==> src/rtl/cic_pkg.sv <==
// Shared constants and helpers for the CIC decimator: internal width sizing
// and decimation-factor decoding.
package cic_pkg;

    localparam int MAX_DEC_FACTOR = 16;
    localparam int DEC_WIDTH      = $clog2(MAX_DEC_FACTOR) + 1;

    typedef logic [DEC_WIDTH-1:0] dec_factor_t;

    function automatic int cic_width(input int data_width, input int n_stages, input int q_delay);
        return data_width + n_stages * $clog2(MAX_DEC_FACTOR * q_delay);
    endfunction

    // Unsupported factors decode to a shift of 0, i.e. R = 1.
    function automatic logic [2:0] dec_log2(input dec_factor_t f);
        case (f)
            dec_factor_t'(1):  return 3'd0;
            dec_factor_t'(2):  return 3'd1;
            dec_factor_t'(4):  return 3'd2;
            dec_factor_t'(8):  return 3'd3;
            dec_factor_t'(16): return 3'd4;
            default:           return 3'd0;
        endcase
    endfunction

endpackage

==> src/rtl/cic_stage.sv <==
// One CIC stage: an integrator (running modular sum) or a comb (difference
// against a DELAY-deep history), selected by IS_COMB.
module cic_stage #(
    parameter int W       = 20,
    parameter bit IS_COMB = 1'b0,
    parameter int DELAY   = 1
) (
    input  logic                clk,
    input  logic                rst,
    input  logic                en,
    input  logic signed [W-1:0] x_in,
    output logic signed [W-1:0] y_out
);

    if (!IS_COMB) begin : g_integ
        logic signed [W-1:0] acc_q;
        logic signed [W-1:0] acc_d;

        // y_out is the sum being stored, so cascaded integrators settle in one edge.
        assign y_out = acc_q + x_in;
        assign acc_d = en ? y_out : acc_q;

        always_ff @(posedge clk) begin
            if (rst) acc_q <= '0;
            else     acc_q <= acc_d;
        end
    end else begin : g_comb
        logic signed [W-1:0] dly_q [DELAY];
        logic signed [W-1:0] dly_d [DELAY];

        assign y_out = x_in - dly_q[DELAY-1];

        always_comb begin
            dly_d = dly_q;
            if (en) begin
                dly_d[0] = x_in;
                for (int i = 1; i < DELAY; i++) dly_d[i] = dly_q[i-1];
            end
        end

        always_ff @(posedge clk) begin
            if (rst) begin
                for (int i = 0; i < DELAY; i++) dly_q[i] <= '0;
            end else begin
                dly_q <= dly_d;
            end
        end
    end

endmodule

==> src/rtl/cic_decimator.sv <==
// CIC decimation filter: N integrators at input rate, N combs at output rate,
// then gain removal by arithmetic shift and saturation to Q1.15.
module cic_decimator
    import cic_pkg::*;
#(
    parameter int DATA_WIDTH = 16,
    parameter int DATA_FRAC  = 15,
    parameter int Q          = 1,
    parameter int N          = 1
) (
    input  logic                  clk,
    input  logic                  rst,
    input  logic                  valid_in,
    input  logic [DEC_WIDTH-1:0]  dec_factor,
    input  logic [DATA_WIDTH-1:0] cic_in,
    output logic [DATA_WIDTH-1:0] cic_out,
    output logic                  valid_out,
    output logic                  overflow,
    output logic                  underflow
);

    localparam int W      = cic_width(DATA_WIDTH, N, Q);
    localparam int Q_LOG2 = $clog2(Q);
    localparam logic signed [W-1:0] SAT_MAX = W'((1 << DATA_FRAC) - 1);
    localparam logic signed [W-1:0] SAT_MIN = ~SAT_MAX;

    logic signed [W-1:0] x_ext;
    logic signed [W-1:0] integ_y [N];
    logic signed [W-1:0] comb_y  [N];
    logic signed [W-1:0] norm;
    logic [2:0]           r_log2;
    logic [DEC_WIDTH-1:0] term_cnt;
    logic [7:0]           norm_shift;

    logic [DEC_WIDTH-1:0]  count_q, count_d;
    logic signed [W-1:0]   dec_q, dec_d;
    logic                  strobe_q, strobe_d;
    logic [DATA_WIDTH-1:0] cic_out_q, cic_out_d;
    logic                  valid_out_q, valid_out_d;
    logic                  ovf_q, ovf_d;
    logic                  unf_q, unf_d;

    assign x_ext = W'($signed(cic_in));

    for (genvar k = 0; k < N; k++) begin : g_integ
        logic signed [W-1:0] stage_x;
        if (k == 0) begin : g_first
            assign stage_x = x_ext;
        end else begin : g_next
            assign stage_x = integ_y[k-1];
        end
        cic_stage #(.W(W), .IS_COMB(1'b0), .DELAY(1)) u_integ (
            .clk(clk), .rst(rst), .en(valid_in), .x_in(stage_x), .y_out(integ_y[k])
        );
    end

    // Combs run off the decimated sample captured on the R-th input.
    for (genvar k = 0; k < N; k++) begin : g_comb
        logic signed [W-1:0] stage_x;
        if (k == 0) begin : g_first
            assign stage_x = dec_q;
        end else begin : g_next
            assign stage_x = comb_y[k-1];
        end
        cic_stage #(.W(W), .IS_COMB(1'b1), .DELAY(Q)) u_comb (
            .clk(clk), .rst(rst), .en(strobe_q), .x_in(stage_x), .y_out(comb_y[k])
        );
    end

    assign r_log2     = dec_log2(dec_factor);
    assign term_cnt   = (DEC_WIDTH'(1) << r_log2) - DEC_WIDTH'(1);
    assign norm_shift = 8'(N * (int'(r_log2) + Q_LOG2));
    assign norm       = comb_y[N-1] >>> norm_shift;

    always_comb begin
        count_d  = count_q;
        dec_d    = dec_q;
        strobe_d = 1'b0;
        if (valid_in) begin
            if (count_q >= term_cnt) begin
                count_d  = '0;
                dec_d    = integ_y[N-1];
                strobe_d = 1'b1;
            end else begin
                count_d = count_q + DEC_WIDTH'(1);
            end
        end
    end

    always_comb begin
        cic_out_d   = cic_out_q;
        ovf_d       = ovf_q;
        unf_d       = unf_q;
        valid_out_d = strobe_q;
        if (strobe_q) begin
            ovf_d = 1'b0;
            unf_d = 1'b0;
            if (norm > SAT_MAX) begin
                cic_out_d = SAT_MAX[DATA_WIDTH-1:0];
                ovf_d     = 1'b1;
            end else if (norm < SAT_MIN) begin
                cic_out_d = SAT_MIN[DATA_WIDTH-1:0];
                unf_d     = 1'b1;
            end else begin
                cic_out_d = norm[DATA_WIDTH-1:0];
            end
        end
    end

    always_ff @(posedge clk) begin
        if (rst) begin
            count_q     <= '0;
            dec_q       <= '0;
            strobe_q    <= 1'b0;
            cic_out_q   <= '0;
            valid_out_q <= 1'b0;
            ovf_q       <= 1'b0;
            unf_q       <= 1'b0;
        end else begin
            count_q     <= count_d;
            dec_q       <= dec_d;
            strobe_q    <= strobe_d;
            cic_out_q   <= cic_out_d;
            valid_out_q <= valid_out_d;
            ovf_q       <= ovf_d;
            unf_q       <= unf_d;
        end
    end

    assign cic_out   = cic_out_q;
    assign valid_out = valid_out_q;
    assign overflow  = ovf_q;
    assign underflow = unf_q;

endmodule

==> config.mk <==
export PLATFORM = sky130hd
export DESIGN_NAME = cic_decimator
export DESIGN_NICKNAME = d
export VERILOG_FILES = /design/src/rtl/cic_pkg.sv /design/src/rtl/cic_stage.sv /design/src/rtl/cic_decimator.sv
export SDC_FILE = /design/constraint.sdc
export NUM_CORES = 1
export LEC_CHECK = 0
export ABC_AREA = 0
export ABC_CLOCK_PERIOD_IN_PS = 3800
export CAP_MARGIN = 20
export CELL_PAD_IN_SITES_DETAIL_PLACEMENT = 1
export CELL_PAD_IN_SITES_GLOBAL_PLACEMENT = 1
export CORE_AREA = 2 2 130 132
export DETAILED_ROUTE_END_ITERATION = 16
export DIE_AREA = 0 0 132 134
export PLACE_DENSITY = 0.74
export SLEW_MARGIN = 20
export SYNTH_ARGS = -nofsm -noshare
export SYNTH_HDL_FRONTEND = slang
export SYNTH_SLANG_ARGS = --single-unit
==> constraint.sdc <==
create_clock -name clk -period 3.8 [get_ports clk]
set_input_delay 0.76 -clock clk [delete_from_list [all_inputs] [get_ports clk]]
set_output_delay 0.76 -clock clk [all_outputs]
set_load 0.05 [all_outputs]
# [After elaboration in Yosys (flattened, before gate mapping)]
# Index checks and enable logic that the tools add are counted.
[totals] elab_cells=33 out_inout_bits=19 ff_bits=85 in_bits=24
[op_classes] order_cmp=3 n_eq_ne=4 bitwise_logic=1 muxes=8 n_shift=2 n_addsub=4 reduce_logical=2
[op_table] operator="2-to-1 mux 16 bit" count=2
[op_table] operator="adder 20 x 16 -> 20 bit" count=1
[op_table] operator="> comparator 20 x 16 -> 1 bit, second input constant" count=1
[op_table] operator="< comparator 20 x 16 -> 1 bit, second input constant" count=1
[op_table] operator=">>> shifter 20 x 3 -> 20 bit" count=1
[op_table] operator="subtractor 20 bit" count=1
[op_table] operator="case mux 3 bit (4 select lines)" count=1
[op_table] operator="adder 5 x 1 -> 5 bit, second input constant" count=1
[op_table] operator="equality test 5 x 2 -> 1 bit, second input constant" count=1
[op_table] operator="equality test 5 x 3 -> 1 bit, second input constant" count=1
[op_table] operator="equality test 5 x 4 -> 1 bit, second input constant" count=1
[op_table] operator="equality test 5 bit, second input constant" count=1
[op_table] operator="greater-or-equal comparator 5 bit" count=1
[op_table] operator="2-to-1 mux 5 bit" count=1
[op_table] operator="left shift 1 x 3 -> 5 bit, first input constant" count=1
[op_table] operator="subtractor 5 x 2 -> 5 bit, second input constant" count=1
[op_table] operator="2-to-1 mux 1 bit" count=4
[op_table] operator="AND reduction 2 bit" count=1
[op_table] operator="OR reduction 2 bit" count=1
[op_table] operator="inverter 1 bit" count=1

# [Logic depth before layout (Yosys ltp)]
[logic_depth] word_depth=6 ltp_mapped=17 depth_no_buf=15

# [Hierarchy]
# A second synthesis with hierarchy kept.
[unflattened] hier_cells=802 hier_area_um2=6322.3
[modules_own_cells] mod="cic_decimator" seq_area_each_um2=900.9 n_inst=1 cells_per_inst=347 area_per_inst_um2=2696.3
[modules_own_cells] mod="cic_stage at g_integ[0].u_integ" seq_area_each_um2=400.4 n_inst=1 cells_per_inst=250 area_per_inst_um2=1995.7
[modules_own_cells] mod="cic_stage at g_comb[0].u_comb" seq_area_each_um2=400.4 n_inst=1 cells_per_inst=205 area_per_inst_um2=1630.3

# [Worst setup path before layout]
# OpenSTA, ideal clock, no wires.
[synth_timing] path_kind="input port to flip-flop" from="input port dec_factor[4]" to="register dec_q[4]" n_path_buf=5 path_stages=16 t_arrival_ps=3766 required_time_ps=3668 slack_ps=-99 setup_ps=132 cell_sequence="clkbuf_1 -> nor4_2 -> clkbuf_1 -> buf_2 -> nand2_1 -> ha_1 -> ha_1 -> a21o_1 -> a21o_1 -> a21o_1 -> a21o_1 -> and2_1 -> clkbuf_1 -> clkbuf_1 -> nand2_1 -> a21oi_1"
[synth_between] elab_chain_len=6 elab_cells_between_ends=9 cone_classes="add/sub: 1; order compare: 1; eq/ne: 4; shift: 1; mux: 1; reduce/logical: 1"
[synth_lines] element="start, declared" line="cic_decimator.sv:14" source="input logic [DEC_WIDTH-1:0] dec_factor,"
[synth_lines] element="equality test 5 bit (tied with other cells)" line="cic_pkg.sv:16" source="case (f)"
[synth_lines] element="case mux 3 bit (4 select lines) (*)" line="cic_pkg.sv:16"
[synth_lines] element="left shift 1 x 3 -> 5 bit (*)" line="cic_decimator.sv:71" source="assign term_cnt = (DEC_WIDTH'(1) << r_log2) - DEC_WIDTH'(1);"
[synth_lines] element="subtractor 5 x 2 -> 5 bit (*)" line="cic_decimator.sv:71"
[synth_lines] element="greater-or-equal comparator 5 bit (*)" line="cic_decimator.sv:80" source="if (count_q >= term_cnt) begin"
[synth_lines] element="AND reduction 2 bit (no line) (*)"
[synth_lines] element="end signal, assigned" line="cic_decimator.sv:113" source="dec_q <= '0;"
[synth_lines] element="end signal, assigned" line="cic_decimator.sv:121" source="dec_q <= dec_d;"
[synth_lines] element="end, declared" line="cic_decimator.sv:36" source="logic signed [W-1:0] dec_q, dec_d;"
# Mark *: on every way between the ends. The rest lies on a longest branch, timed or not.
# A chain may end at the register's enable or synchronous reset.

# [Worst setup path after layout]
[layout_timing] from="input port dec_factor[3]" to="register dec_q[19]"
# Same word-level chain as after synthesis.

==> qor.yml <==
timing:
  slew_violations: 0
  setup_viol: 0
  skew_ns: 0.0140
  worst_pin_slew_ns: 0.768
  max_slew_margin_pct: 47.5
  finalHoldViolations: 0
  final.setup.tns_ns: 0
  rsz0062_at_grt: "yes"
  period_share_pct: 95.2
  max_freq_mhz: 276
  min_period_ns: 3.62
layout:
  post-route-util_pct: 46.0
  fin_nets: 894
  diodes: 0
  fin_area_um2: 7500
  syn2layout_area_growth_pct: 16.7
  fill_cells: 1960
  drive_gt1_share_pct: 10.6
synth:
  syn_nets: 857
  yosys.area.top_type: "dfxtp_1"
  syn_inst: 786
  ys_warn_count: 0
  ys_ff_latch: 85
  synth_edf_count: 0
  synth_top_area_share_pct: 26.5
  synth_seq_area_share_pct: 26.5
  avgSynthCellArea_um2: 8.18
  yosysUniqueCellTypes: 76
  synthTopCellsByArea: "dfxtp_1 26%, ha_1 8.8%, mux2i_1 7.5%"
  syn-cell-area_um2: 6430
  synth-main-ff-cell: "dfxtp_1"
  async_flop_share_pct: 0
clock_tree:
  h-tree-depth: 3
  cts_max_path_buffers: 2
  cts.sinks: 85
  clock_latency_ns: 0.36
  cts_buffers: 9
  post_cts_buffers: 0
  clkTransAtPathRegs_ns: 0.07
  cts_tree: "done"
  root_buffer: "clkbuf_16"
worst_setup_path:
  cp_slowest_cell: "clkdlybuf4s50_1"
  r2r_cells: 14
  startpoint_type: "primary input"
  cp_data_arrival_time_ns: 3.86
  crit_path_start: "dec_factor[3]"
  r2r-start: "dec_q[0]"
  critPathMostFrequentCell: "a21o_1"
  cpPeakStageDelay_ns: 0.52
  crit_chain: "clkdlybuf4s50_1, xnor2_2, or4_1, nand2_1, ha_1, ha_1, a21o_1, a21o_1, a21o_1, a21o_1, and2_1, buf_12, o21ai_0, a21oi_1"
  cp.required_ns: 4.05
  end_kind: "flop"
  critPathKind: "primary input to flop"
  rrSetupSlack_ns: 0.28
  reg2reg_to: "cic_out[3]"
  cp_max_fo: 16
placement:
  dpl.hpwl_um: 14800
  io_buffers: 42
  place_congestion: 0.858
  dpl_cell_area_um2: 7180
grt:
  grt_antenna_before_repair: 0
  grt_pass1_wl_um: 32200
  grt_overflow_total: 0
  gr-usage-all-layers_pct: 22.3
  grt_max_degree: 57
  grt_pass1_vias: 6425
min_path:
  hold_path_depth: 2
  whs_endpoint: "g_comb[0].u_comb.g_comb.dly_q[2]"
  hp-start: "g_comb[0].u_comb.g_comb.dly_q[2]"
  hold_class: "flop to flop"
floorplan:
  die_w_um: 132
  die_y_um: 134
  die-area_um2: 17700
  rows: 47
  start_util_pct: 39.5
  io_pins: 43
  coreArea_um2: 16300
drt:
  firstDrtPassIters: 4
  drc: 0
  wl_per_cell_um: 18.3
  wirelength_um: 19100
  vias_per_cell: 5.72
  via_count: 5990
  dr.first_iter.drc_count: 241
  ant_nets: 0
run_status:
  status: "complete, no violations"
flow_run:
  maxCapViolCount: 0
pwr:
  p_leak_nw: 3.04
  peakVddDrop_mv: 0.246
  p_per_area_nw_per_um2: 566
-- cell type report --
type / count / area, um^2 / area share, %
multi-input combinational: 618 / 4400 / 58.7
sequential: 85 / 1700 / 22.7
clock buffer: 10 / 239 / 3.19
timing repair buffer: 70 / 663 / 8.84
tap: 220 / 275 / 3.67
clock inverter: 6 / 68.8 / 0.918
inverter: 39 / 146 / 1.95
-- metrics by stage --
step	hold slack [ns]	total power [mW]	std cells	worst slack [ns]
after CTS	0.494	4.27	1048	0.177
after global placement	0.464	3.24	1032	-0.0335
after global routing	0.524	4.52	1048	-0.0132
final	0.496	4.24	1048	0.182
after detailed placement	0.482	3.31	1032	-0.171
after floorplan	0.449	2.70	786	0.0624
-- logic make-up (layout without fill, tap and decap cells) --
| logic type | after synthesis | after routing | share of synthesized area, % |
|---|---|---|---|
| flops | 85 | 85 | 26.5 |
| simple gates | 256 | 256 | 19.0 |
| fa+ha+maj | 47 | 47 | 9.38 |
| compound gates | 229 | 229 | 26.9 |
| buf+inv | 83 | 125 | 5.53 |
| mux | 50 | 50 | 7.82 |
| xor+xnor | 35 | 35 | 4.89 |
| other cells | 1 | 1 | 0.0583 |
-- how the worst max path moves through the flow --
stage               slack, ns         end
global placement        -0.03   dec_q[18]
floorplan                0.06    dec_q[4]
finish                   0.18   dec_q[19]
global route            -0.01    dec_q[5]
CTS                      0.18  cic_out[3]
detailed placement      -0.17    dec_q[5]
-- layer usage --
layer | global-route usage, % | part of all wire [%]
met5 | 0 | 0
met4 | 8.21 | 2.5
met3 | 3.06 | 2.9
met2 | 39.7 | 50
met1 | 27.3 | 45
-- flip-flops by register name (all words and copies together), names as in the netlist --
register                       cells
cic_out                           16
g_integ.u_integ.g_integ.acc_q     20
valid_out                          1
dec_q                             20
count_q                            5
g_comb.u_comb.g_comb.dly_q        20
underflow                          1
strobe_q                           1
overflow                           1
-- placed cells by master (no fill, tap or decap), types with 5 or more instances in the layout --
| master | instances |
|---|---|
| a211o_1 | 5 |
| a211oi_1 | 17 |
| a21o_1 | 16 |
| a21oi_1 | 60 |
| a22o_1 | 5 |
| a31oi_1 | 8 |
| and2_1 | 7 |
| and3_1 | 9 |
| buf_4 | 25 |
| clkbuf_16 | 9 |
| clkdlybuf4s50_1 | 41 |
| dfxtp_1 | 84 |
| ha_1 | 45 |
| inv_1 | 38 |
| mux2i_1 | 48 |
| nand2_1 | 56 |
| nand2b_1 | 6 |
| nand3_1 | 13 |
| nand3b_1 | 6 |
| nand4_1 | 6 |
| nor2_1 | 100 |
| nor2b_1 | 7 |
| nor3_1 | 16 |
| o211ai_1 | 13 |
| o21a_1 | 10 |
| o21ai_0 | 27 |
| o32ai_2 | 9 |
| xnor2_1 | 24 |
| xor2_1 | 9 |
-- worst max-delay path, delay by kind of cell --
kind	cells	cell delay, ns
simple gates	3	0.74
compound gates	6	0.94
xor+xnor	1	0.22
buf+inv	2	0.69
fa+ha+maj	2	0.51
-- cell usage after synthesis (5+ instances only) --
master	count
dfxtp_1	85
nand3b_1	6
inv_1	38
o21ai_0	27
a211o_1	5
xnor2_1	25
mux2i_1	48
nand4_1	6
a21o_1	16
nor3_1	16
ha_1	45
o211ai_1	13
buf_2	8
a31oi_1	8
nor2_1	101
o32ai_2	9
clkbuf_1	22
buf_1	9
a22o_1	5
nand2_1	56
xor2_1	9
o21a_1	10
nand2b_1	6
nor2b_1	7
and3_1	9
and2_1	7
a211oi_1	18
nand3_1	13
a21oi_1	60
-- power by group --
| part | switching, mW | internal [mW] | leakage [nW] |
|---|---|---|---|
| sequential | 0.0774 | 0.995 | 0.694 |
| combinational | 1.33 | 0.900 | 2.20 |
| clock | 0.409 | 0.533 | 0.149 |
-- repair_timing --
action,CTS,global route
hold buffers,0,0
resized for setup,0,3
setup endpoints to repair,0,14
No activity file was read; power rests on OpenSTA's default activity.
